$ cat config.mk
export PLATFORM = sky130hd
export DESIGN_NAME = cpu_clock_ctl
export DESIGN_NICKNAME = d
export VERILOG_FILES = /design/src/rtl/cpu_clock_pkg.sv /design/src/rtl/cpu_clock_ctl_btn_debounce.sv /design/src/rtl/cpu_clock_ctl.sv
export SDC_FILE = /design/constraint.sdc
export NUM_CORES = 1
export LEC_CHECK = 0
export ABC_CLOCK_PERIOD_IN_PS = 1700
export CORE_ASPECT_RATIO = 1.1
export CORE_MARGIN = 3
export CORE_UTILIZATION = 35
export CTS_BUF_LIST = sky130_fd_sc_hd__clkbuf_16
export DETAILED_ROUTE_END_ITERATION = 10
export DONT_BUFFER_PORTS = 1
export SLEW_MARGIN = 20
export SYNTH_ARGS = -nofsm -noshare
export SYNTH_HDL_FRONTEND = slang
export SYNTH_SLANG_ARGS = --single-unit
$ cat constraint.sdc
create_clock -name clk -period 1.7 [get_ports clk]
set_input_delay 0.255 -clock clk [delete_from_list [all_inputs] [get_ports clk]]
set_output_delay 0.255 -clock clk [all_outputs]
set_load 0.005 [all_outputs]
$ cat src/rtl/cpu_clock_pkg.sv
// Shared types and default sizing for the CPU clock-enable controller.
// Latency: n/a (declarations only).
// Backpressure: n/a.
package cpu_clock_pkg;

  // Run modes and FSM states share one encoding, so the next state is simply the mode.
  typedef enum logic [1:0] {
    ST_HALT  = 2'd0,
    ST_RUN   = 2'd1,
    ST_STEP  = 2'd2,
    ST_BURST = 2'd3
  } state_t;

  typedef state_t mode_t;

  localparam int DIV_W_DEF   = 18;
  localparam int DEB_W_DEF   = 16;
  localparam int BURST_W_DEF = 8;
  localparam int CNT_W_DEF   = 16;

endpackage

$ cat src/rtl/cpu_clock_ctl_btn_debounce.sv
// Synchronises and debounces a raw push-button, and flags each debounced rising edge.
// Latency: 2 sync + 2^DEB_W stable clocks to level, +1 clock to rise.
// Backpressure: none; rise is a free-running one-cycle pulse.
module btn_debounce #(
  parameter int DEB_W = 16
) (
  input  logic clk,
  input  logic rst,
  input  logic raw,
  output logic level,
  output logic rise
);

  logic             sync1;
  logic             sync2;
  logic             level_d;
  logic [DEB_W-1:0] stable_cnt;

  // Two-flop synchroniser, stability counter and registered edge detector.
  always_ff @(posedge clk) begin
    if (rst) begin
      sync1      <= 1'b0;
      sync2      <= 1'b0;
      level      <= 1'b0;
      level_d    <= 1'b0;
      rise       <= 1'b0;
      stable_cnt <= '0;
    end else begin
      sync1   <= raw;
      sync2   <= sync1;
      level_d <= level;
      rise    <= level & ~level_d;
      if (sync2 == level) begin
        stable_cnt <= '0;
      end else if (&stable_cnt) begin
        // Input has disagreed with the level for the full window: accept it.
        level      <= sync2;
        stable_cnt <= '0;
      end else begin
        stable_cnt <= stable_cnt + 1'b1;
      end
    end
  end

endmodule

$ cat src/rtl/cpu_clock_ctl.sv
// CPU clock-enable controller: halt / free-run / single-step / counted-burst enables on clk.
// Latency: cpu_ce is registered, one clock after the qualifying tick, press or burst cycle.
// Backpressure: none; halt_req, halted or a mode change suppress the next enable.
module cpu_clock_ctl
  import cpu_clock_pkg::*;
#(
  parameter int DIV_W   = DIV_W_DEF,
  parameter int DEB_W   = DEB_W_DEF,
  parameter int BURST_W = BURST_W_DEF,
  parameter int CNT_W   = CNT_W_DEF
) (
  input  logic               clk,
  input  logic               rst,
  input  logic [1:0]         mode,
  input  logic [4:0]         div_sel,
  input  logic               step_btn,
  input  logic [BURST_W-1:0] burst_len,
  input  logic               burst_go,
  input  logic               halt_req,
  output logic               cpu_ce,
  output logic               busy,
  output logic               halted,
  output logic [1:0]         state,
  output logic [CNT_W-1:0]   ce_count
);

  state_t             state_q;
  state_t             state_d;
  logic [DIV_W-1:0]   pre;
  logic [DIV_W-1:0]   mask;
  logic               tick;
  int                 sel_eff;
  logic               btn_level;
  logic               btn_rise;
  logic               press;
  logic [BURST_W-1:0] rem;
  logic [BURST_W-1:0] rem_d;
  logic               busy_d;
  logic               halted_d;
  logic               ce_d;
  logic               mode_chg;
  logic               blocked;

  btn_debounce #(.DEB_W(DEB_W)) u_btn (
    .clk   (clk),
    .rst   (rst),
    .raw   (step_btn),
    .level (btn_level),
    .rise  (btn_rise)
  );

  // A step only counts while the debounced button is still held.
  assign press = btn_rise & btn_level;
  assign state = state_q;

  // Tick compare: low min(div_sel, DIV_W) bits of the prescaler all ones.
  always_comb begin
    sel_eff = (int'(div_sel) > DIV_W) ? DIV_W : int'(div_sel);
    mask    = '0;
    for (int i = 0; i < DIV_W; i++) begin
      mask[i] = (i < sel_eff);
    end
    tick = ((pre & mask) == mask);
  end

  // Next state follows mode; compute next enable, burst and halt state.
  always_comb begin
    state_d  = state_t'(mode);
    ce_d     = 1'b0;
    rem_d    = rem;
    busy_d   = busy;
    halted_d = halted;
    mode_chg = (state_t'(mode) != state_q);
    blocked  = halted | halt_req | mode_chg;

    case (state_q)
      ST_RUN:  ce_d = tick;
      ST_STEP: ce_d = press;
      ST_BURST: begin
        if (busy) begin
          if (tick) begin
            ce_d  = 1'b1;
            rem_d = rem - 1'b1;
            if (rem == BURST_W'(1)) busy_d = 1'b0;
          end
        end else if (burst_go) begin
          rem_d  = burst_len;
          busy_d = (burst_len != '0);
        end
      end
      default: ;
    endcase

    // Halt, a pending halt or any mode transition cancels enables and bursts.
    if (blocked) ce_d = 1'b0;
    if (blocked || state_q != ST_BURST) begin
      rem_d  = '0;
      busy_d = 1'b0;
    end

    if (halt_req) begin
      halted_d = 1'b1;
    end else if (state_t'(mode) == ST_HALT) begin
      halted_d = 1'b0;
    end
  end

  // Control state registers.
  always_ff @(posedge clk) begin
    if (rst) begin
      state_q <= ST_HALT;
      cpu_ce  <= 1'b0;
      rem     <= '0;
      busy    <= 1'b0;
      halted  <= 1'b0;
    end else begin
      state_q <= state_d;
      cpu_ce  <= ce_d;
      rem     <= rem_d;
      busy    <= busy_d;
      halted  <= halted_d;
    end
  end

  // Free-running prescaler, untouched by mode changes.
  always_ff @(posedge clk) begin
    if (rst) pre <= '0;
    else     pre <= pre + 1'b1;
  end

  // Wrapping count of delivered enables for the debug display.
  always_ff @(posedge clk) begin
    if (rst) ce_count <= '0;
    else     ce_count <= ce_count + CNT_W'(cpu_ce);
  end

endmodule

==> flow_summary.json, run 1 <==
{
  "outcome": "finished with violations",
  "violations": "negative setup slack",
  "cts_buffer_depth": 2,
  "firstDrtPassIters": 4,
  "port_buffers": 0,
  "peakVddDrop_v": 0.000479,
  "yosys-top-cells-area": "dfxtp_1, xor2_1, nor2_1",
  "ant_nets": 0,
  "crit_path_cell_trace": "nor3b_2 -> o21ai_1 -> a221oi_2 -> nand4_4 -> o21ai_4 -> o32a_1 -> a21oi_1",
  "syn-cell-area_sq_um": 3220,
  "ys_async_sr_fraction": 0,
  "slowest_stage": "a221oi_2",
  "place_hpwl_mm": 5.20,
  "fin_crit_ns": 1.75,
  "rsz0062_at_grt": "true",
  "seq_area_frac_synth": 0.423,
  "cts_made_buffers": 9,
  "grt_max_degree": 24,
  "grt_use_met2": 0.247,
  "cp_top_family": "compound AO/OA/AOI/OAI gates",
  "hold_ws_ns": 0.0122,
  "worstPathArrival_ns": 1.97,
  "setup_slack_ns": -0.0540,
  "critPathBufInv": 0,
  "crit_type": "reg -> reg",
  "avgRoutedWirePerCell_um": 13.8,
  "clkTransAtPathRegs_ns": 0.05,
  "nets": 450,
  "io_pins": 41,
  "layout_commonest_cell": "dfxtp_1",
  "met1_usage": 0.183,
  "drc": 0,
  "synthFlopType": "dfxtp_1",
  "synth_cells": 376,
  "place_congestion": 0.901,
  "mostFrequentLayoutCells": "dfxtp_1, nor2_1, buf_4",
  "die_area_sq_um": 10400,
  "setup_tns_ns": -0.272,
  "hp-class": "in -> reg",
  "finalWirelength_mm": 7.47,
  "clock_sinks": 68,
  "period_share": 1.03,
  "final_area_sq_um": 4010,
  "start_util": 0.361,
  "overflow": 0,
  "synth_top_area_frac": 0.423,
  "avgSynthCellArea_sq_um": 8.56,
  "cts-root-buf": "clkbuf_16",
  "grt_pass1_wl_mm": 12.8,
  "htreeDepth": 3,
  "num_rows": 36,
  "powerDensity_nw_per_um2": 864,
  "critPathMaxFanout": 7,
  "final_max_slew_viol_count": 0,
  "maxCapViolCount": 0,
  "synth_edf_count": 0,
  "cpPeakStageDelay_ns": 0.36,
  "grt_use_met3": 0.0466,
  "crit_required_ns": 1.91,
  "pre_cts_ws_ns": -0.193,
  "diodes": 0,
  "crit_path_start_kind": "register",
  "routed_via_density": 5.24,
  "fp.dieH_um": 107,
  "num_vias": 2835,
  "synth_warnings": 0,
  "cp-end-kind": "register",
  "drive_above_1_share": 0.178,
  "cts_tree": "built",
  "dpl_cell_area_sq_um": 3620,
  "track_usage": 0.152,
  "grt-busiest-layer": "met2",
  "synth_nets": 402,
  "setup_viol": 6,
  "fmax_mhz": 570,
  "die_w_um": 97.4,
  "hold_viol_final": 0,
  "ys_seq_elements": 68,
  "yosysTopAreaCell": "dfxtp_1",
  "first_global_vias": 2810,
  "areaGrowthSynthToFinish_pct": 24.8,
  "worst_pin_slew_ns": 0.921,
  "relSlewSlack": 0.384,
  "drtIter0Drc": 123,
  "clock_skew_ns": 0.00879,
  "core-area_sq_um": 8920,
  "synth_cell_types": 56,
  "antenna_found_initial": 0,
  "p_leak_nw": 1.51,
  "worstSkewPairLatency_ns": 0.33
}
registers in the layout, summed over array words and instances, names as in the netlist:
| signal | cells |
|---|---|
| u_btn.sync2 | 1 |
| u_btn.rise | 1 |
| u_btn.level_d | 1 |
| cpu_ce | 1 |
| ce_count | 16 |
| u_btn.stable_cnt | 16 |
| halted | 1 |
| rem | 8 |
| state | 2 |
| u_btn.sync1 | 1 |
| u_btn.level | 1 |
| pre | 18 |
| busy | 1 |
worst reg2reg max path, stage by stage, from the launching register on:
cell      delay (ns)
dfxtp_2         0.33
nor3b_2         0.15
o21ai_1         0.08
a221oi_2        0.36
nand4_4         0.21
o21ai_4         0.27
o32a_1          0.20
a21oi_1         0.05
cells in the mapped netlist (all sizes together), types with 4 or more instances:
cell / instances
o22ai: 4
nand2: 24
ha: 6
xnor2: 12
xor2: 30
nor4: 6
nand4: 10
nor3: 7
o21ai: 17
or3: 4
clkbuf: 10
inv: 13
a21oi: 16
nor2b: 10
and3: 8
nand3: 23
nor2: 61
dfxtp: 68
and4: 8
final cells by class:
class	instances	area, sq um
Inverter	13	48.8
Clock inverter	5	46.3
Clock buffer	9	225
Tap cell	114	143
Fill cell	873	4900
Multi-Input combinational cell	284	1810
Sequential cell	68	1370
Timing Repair Buffer	48	377
power by group:
group	leakage (nW)	total, mW	switching [mW]	internal (mW)
Sequential	0.551	1.62	0.00829	1.61
Combinational	0.821	0.127	0.0689	0.0577
Clock	0.137	1.73	0.627	1.10
cell families (layout without fill, tap and decap cells):
kind of cell | after synthesis | in the layout | synth area share
adder cells (fa/ha/maj) | 6 | 6 | 0.0233
AO/OA/AOI/OAI | 62 | 62 | 0.132
buffers and inverters | 24 | 75 | 0.0296
multiplexers | 1 | 1 | 0.00311
XOR/XNOR | 42 | 42 | 0.114
AND/OR/NAND/NOR | 173 | 173 | 0.275
flip-flops | 68 | 68 | 0.423
repair_timing:
item | 4_1_cts | 5_1_grt
hold buffers | 4 | 1
gates cloned | 0 | 0
hold endpoints to repair | 23 | 1
pin swaps | 11 | 4
gates resized for setup | 6 | 7
setup buffers | 1 | 2
setup endpoints to repair | 9 | 17
final timing paths:
check             slack, ns       endpoint     startpoint  depth (start not counted)
setup / recovery      -0.05         rem[0]        pre[13]                          7
setup reg to reg      -0.05         rem[0]        pre[13]                          7
hold reg to reg        0.39     u_btn.rise  u_btn.level_d                          1
hold / removal         0.01  u_btn.level_d            rst                          1
layer usage:
layer	up-vias	wire, um	part of all wire
met5	-	0	0
met4	0	119	0.016
met3	10	434	0.058
met2	74	3540	0.47
met1	1337	3370	0.45
li1	1414	-	-
per-stage QoR:
stage | std cells | total power, mW | util
after floorplan | 376 | 1.73 | -
after global placement | 519 | 1.74 | 0.406
after detailed placement | 519 | 1.75 | 0.406
after CTS | 538 | 3.51 | 0.445
after global routing | 541 | 3.58 | 0.450
final | 541 | 3.47 | 0.450
No activity file was read; power rests on OpenSTA's default activity.
==> inputs of run 2 (changes only) <==
- SKIP_CTS_REPAIR_TIMING: not set -> 1
==> run 2 against run 1 <==
  * The run still ends with negative setup slack left
  * Power barely moved
  * Sequential share of layout area rose by 0.11 points
  * Wire length rose by 1.6%
  * Clock power barely moved
  * Hold slack got worse by 0.011 ns
  * Maximum frequency fell by 1.6%
  * Sequential power barely moved
  * Critical path type unchanged
  * Critical endpoint unchanged
==> flow_summary.json, run 2 (same netlist as run 1, synthesis figures left out) <==
{
  "cts_buffer_depth": 2,
  "r2r-end": "rem[0]",
  "hp-class": "in -> reg",
  "min_to": "pre[3]",
  "crit_path_start_kind": "register",
  "crit_type": "reg -> reg",
  "mostFrequentLayoutCells": "dfxtp_1, nor2_1, buf_4",
  "finalWirelength_mm": 7.59,
  "cp-end-kind": "register",
  "overflow": 0,
  "clkTransAtPathRegs_ns": 0.05,
  "place_hpwl_mm": 5.20,
  "rsz0062_at_grt": "true",
  "relSlewSlack": 0.382,
  "nFillCells": 868,
  "reg2reg_from": "pre[2]",
  "regArea_sq_um": 1360,
  "maxCapViolCount": 0,
  "peakVddDrop_v": 0.000483,
  "place_congestion": 0.901,
  "fin_crit_ns": 1.78,
  "r2r_cells": 7,
  "die_area_sq_um": 10400,
  "grt_use_met2": 0.239,
  "antenna_found_initial": 0,
  "pre_cts_ws_ns": -0.193,
  "ant_nets": 0,
  "cts-root-buf": "clkbuf_16",
  "drive_above_1_share": 0.167,
  "drc": 0,
  "worstHoldPathCells": 1,
  "first_global_vias": 2752,
  "outcome": "finished with violations",
  "clock_skew_ns": 0.0100,
  "largest_register_ff_count": 18,
  "num_vias": 2819,
  "worst_pin_slew_ns": 0.924,
  "layout_commonest_cell": "dfxtp_1",
  "powerDensity_nw_per_um2": 869,
  "routed_via_density": 5.23,
  "regMostFlops": "pre",
  "setup_viol": 7,
  "period_share": 1.05,
  "io_pins": 41,
  "hp-start": "rst",
  "final_max_slew_viol_count": 0,
  "r2r_slack_ns": -0.08,
  "met1_usage": 0.172,
  "core-area_sq_um": 8920,
  "cts_tree": "built",
  "cts_made_buffers": 9,
  "slowest_stage": "dfxtp_1",
  "critPathMaxFanout": 7,
  "crit_required_ns": 1.91,
  "firstDrtPassIters": 4,
  "worstSkewPairLatency_ns": 0.33,
  "clock_sinks": 68,
  "setup_slack_ns": -0.0829,
  "fp.dieH_um": 107,
  "violations": "negative setup slack",
  "fmax_mhz": 561,
  "avgRoutedWirePerCell_um": 14.1,
  "htreeDepth": 3,
  "grt_pass1_wl_mm": 12.3,
  "cpPeakStageDelay_ns": 0.32,
  "grt_use_met3": 0.0433,
  "port_buffers": 0,
  "nets": 448,
  "dp_cells": 519,
  "power_mw": 3.47,
  "drtIter0Drc": 114,
  "crit_path_cell_trace": "and2_1 -> o211ai_1 -> a21oi_1 -> nand4_4 -> o21ai_4 -> o32a_1 -> a21oi_1",
  "num_rows": 36,
  "track_usage": 0.145,
  "layoutNonFillerInstCount": 539,
  "areaGrowthSynthToFinish_pct": 24.2,
  "multiInputGateArea_sq_um": 1810,
  "worstPathArrival_ns": 2.00,
  "hold_viol_final": 0,
  "setup_tns_ns": -0.403,
  "p_leak_nw": 1.50,
  "diodes": 0,
  "grt-busiest-layer": "met2",
  "start_util": 0.361,
  "die_w_um": 97.4,
  "crit_top_cell": "a21oi_1",
  "reg_top3": "pre: 18 flops, ce_count: 16 flops, u_btn.stable_cnt: 16 flops",
  "grt_max_degree": 45
}
==> run 2: per-stage QoR <==
step / area [sq um] / util / hold slack, ns
after floorplan: 3240 / - / 0.367
after global placement: 3620 / 0.406 / 0.331
after detailed placement: 3620 / 0.406 / 0.333
after CTS: 3890 / 0.437 / -0.00964
after global routing: 3990 / 0.448 / 0.000362
final: 3990 / 0.448 / 0.000818
==> run 2: cell type report <==
cell class / instances / share of cell area
repair buffers: 46 / 0.0899
clock buffers: 9 / 0.0564
multi-input cells: 284 / 0.453
flip-flops and latches: 68 / 0.341
well taps: 114 / 0.0357
clock inverters: 5 / 0.0116
inverters: 13 / 0.0122
==> run 2: critical path, delay by kind of cell (launching register included) <==
kind               cells  cell delay, ns
DFF                    1            0.32
and+or+nand+nor        2            0.41
AOI/OAI and AO/OA      5            0.94
==> run 2: worst max-delay path by stage <==
stage | slack, ns | cells past startpoint | startpoint | endpoint
2_1_floorplan | 0.003 | 8 | pre[5] | rem[2]
3_3_place_gp | -0.1 | 7 | div_sel[1] | rem[5]
3_5_place_dp | -0.19 | 7 | div_sel[1] | rem[5]
4_1_cts | -0.15 | 7 | pre[13] | rem[3]
5_1_grt | -0.24 | 7 | pre[2] | rem[7]
6_report | -0.08 | 7 | pre[2] | rem[0]
==> run 2: layer usage <==
metal | wire, um | vias to the layer above
met4 | 161 | 0
met5 | 0 | -
li1 | - | 1411
met1 | 3480 | 1327
met3 | 405 | 13
met2 | 3540 | 68
==> run 2: report_power, final <==
group	leakage (nW)	internal [mW]	total, mW	switching (mW)
registers	0.550	1.61	1.62	0.00846
clock network	0.137	1.10	1.73	0.631
logic	0.817	0.0562	0.126	0.0693
total	1.50	2.76	3.47	0.709
==> inputs of run 3 (changes only) <==
- SYNTH_HIERARCHICAL: not set -> 1
==> run 3 against run 2 <==
  * The run still ends with negative setup slack left
  * Non-clock buffer count is 3 lower
  * Cell count up 0.56%
  * Cell area rose by 1.3%
  * Worst setup slack lost 0.35 ns
  * Global-route usage fell by 0.59 points
  * First-iteration DRC count rose by 0.88%
  * Critical path type is now in -> reg
==> flow_summary.json, run 3 <==
{
  "synth_edf_count": 0,
  "rsz0062_at_grt": "true",
  "place_congestion": 0.857,
  "pre_cts_ws_ns": -0.666,
  "crit_required_ns": 1.90,
  "firstDrtPassIters": 4,
  "routed_via_density": 5.06,
  "die_area_sq_um": 10700,
  "synth_cells": 382,
  "cts-root-buf": "clkbuf_16",
  "violations": "negative setup slack",
  "yosys-top-cells-area": "dfxtp_1, nor2_1, xnor2_1",
  "overflow": 0,
  "synth_top_area_frac": 0.411,
  "powerDensity_nw_per_um2": 841,
  "p_leak_nw": 1.55,
  "outcome": "finished with violations",
  "finalWirelength_mm": 7.37,
  "cp-end-kind": "register",
  "dp_cells": 521,
  "num_vias": 2743,
  "cpPeakStageDelay_ns": 0.52,
  "drc": 0,
  "syn-cell-area_sq_um": 3310,
  "hold_ws_ns": 0.0610,
  "period_share": 1.25,
  "setup_viol": 10,
  "core-area_sq_um": 9050,
  "port_buffers": 0,
  "synth_compound_area_frac": 0.103,
  "setup_slack_ns": -0.428,
  "mostFrequentLayoutCells": "nor2_1, dfxtp_1, buf_4",
  "final_core_util": 0.447,
  "grt_pass1_wl_mm": 12.0,
  "r2r-end": "rem[3]",
  "r2r_cells": 7,
  "cp_top_family": "compound AO/OA/AOI/OAI gates",
  "synth_warnings": 6,
  "yosysTopAreaCell": "dfxtp_1",
  "fmax_mhz": 470,
  "top_layer": "met4",
  "cts_buffer_depth": 2,
  "clkTransAtPathRegs_ns": 0.05,
  "worst_pin_slew_ns": 0.403,
  "critPathBufInv": 0,
  "wl_met1_mm": 3.42,
  "crit_type": "in -> reg",
  "clock_sinks": 68,
  "layout_commonest_cell": "nor2_1",
  "hp-class": "in -> reg",
  "synth_cell_types": 54,
  "num_rows": 36,
  "die_w_um": 98.7,
  "layoutNonFillerInstCount": 542,
  "synth_nets": 408,
  "grt_max_degree": 42,
  "startpoint": "div_sel[2]",
  "fin_crit_ns": 2.13,
  "cts_made_buffers": 9,
  "synth_adder_area_share": 0.0257,
  "nFillCells": 899,
  "final_area_sq_um": 4050,
  "cts_tree": "built",
  "place_hpwl_mm": 5.16,
  "setup_tns_ns": -3.63,
  "clock_skew_ns": 0.00475,
  "ys_seq_elements": 68,
  "synth_common_cells": "dfxtp_1, nor2_1, nand3_1",
  "drtIter0Drc": 115,
  "diodes": 0,
  "relSlewSlack": 0.730,
  "crit_end": "rem[3]",
  "nets": 449,
  "cp.depth": 7,
  "avgRoutedWirePerCell_um": 13.6,
  "reg_top3": "pre: 18 flops, ce_count: 16 flops, u_btn/stable_cnt: 16 flops",
  "crit_path_cell_trace": "or4_4 -> a22o_1 -> a41o_1 -> a2111o_1 -> o21ai_4 -> mux2i_1 -> nor2_1",
  "reg2reg_from": "pre[0]",
  "wl_met3_um": 415,
  "areaGrowthSynthToFinish_pct": 22.3,
  "crit_path_start_kind": "input pin",
  "synthFlopType": "dfxtp_1",
  "io_pins": 41,
  "hold_viol_final": 0,
  "worstPathArrival_ns": 2.32,
  "antenna_found_initial": 0,
  "drive_above_1_share": 0.229,
  "synth-xor-area-share": 0.122,
  "final_max_slew_viol_count": 0,
  "ys_async_sr_fraction": 0,
  "avgSynthCellArea_sq_um": 8.66,
  "slowest_stage": "a2111o_1",
  "fp.dieH_um": 108,
  "start_util": 0.366,
  "track_usage": 0.139,
  "peakVddDrop_v": 0.000816,
  "regMostFlops": "pre",
  "dpl_cell_area_sq_um": 3670,
  "htreeDepth": 3,
  "synth.area.mux_share": 0.0257,
  "worstSkewPairLatency_ns": 0.32,
  "ant_nets": 0,
  "wl_met2_mm": 3.36,
  "critPathMaxFanout": 10,
  "first_global_vias": 2543,
  "r2r_slack_ns": -0.39,
  "largest_register_ff_count": 18,
  "synth_top_family_by_area": "simple AND/OR/NAND/NOR gates",
  "seq_area_frac_synth": 0.411,
  "power_mw": 3.40,
  "maxCapViolCount": 0,
  "synthSimpleGateAreaFrac": 0.268
}
run 3: cell types whose count changed in the layout (fill, tap and decap cells not counted), moves of 4 or more:
cell / previous run / this run
nor2_1: 57 / 65
dfxtp_2: 1 / 8
dfxtp_1: 67 / 60
o21ai_0: 14 / 8
and4_1: 7 / 0
xor2_1: 30 / 23
nand4_1: 9 / 5
a21oi_1: 16 / 11
xnor2_1: 12 / 23
run 3: logic make-up after synthesis:
group | after synthesis
buffers and inverters | 30
xor gates and xnor gates | 46
muxes | 8
DFF | 68
and+or+nand+nor | 175
AOI/OAI and AO/OA | 48
adders and majority gates | 7
run 3: layout make-up:
class,count,area [sq um],share of cell area
Timing Repair Buffer,43,349,0.0863
Clock inverter,7,43.8,0.0108
Multi-Input combinational cell,284,1850,0.457
Sequential cell,68,1370,0.339
Inverter,17,63.8,0.0158
Tap cell,114,143,0.0353
Clock buffer,9,225,0.0557
run 3: how the worst min path moves through the flow:
stage | from | end | slack [ns] | cells after the start
after detailed placement | rst | u_btn/sync1 | 0.33 | 1
after global routing | step_btn | u_btn/sync1 | 0.04 | 1
after CTS | rst | u_btn/sync1 | -0.02 | 1
final | halt_req | halted | 0.06 | 2
after global placement | rst | halted | 0.33 | 1
after floorplan | rst | u_btn/sync1 | 0.33 | 1
run 3: worst reg2reg max path: stages, from the launching register on:
cell      delay (ns)
dfxtp_2         0.33
nand2_2         0.07
a22o_1          0.23
a41o_1          0.19
a2111o_1        0.52
o21ai_4         0.33
mux2i_1         0.24
nor2_1          0.06
run 3: report_power, final:
group	internal [mW]	total, mW	switching, mW	leakage [nW]
registers	1.61	1.62	0.00998	0.553
clock network	0.976	1.65	0.672	0.131
logic	0.0681	0.135	0.0665	0.870
run 3: per-layer routing:
metal / GRT usage / vias to the layer above
li1: - / 1387
met5: 0 / -
met1: 0.173 / 1267
met3: 0.0510 / 15
met2: 0.219 / 74
met4: 0.0556 / 0
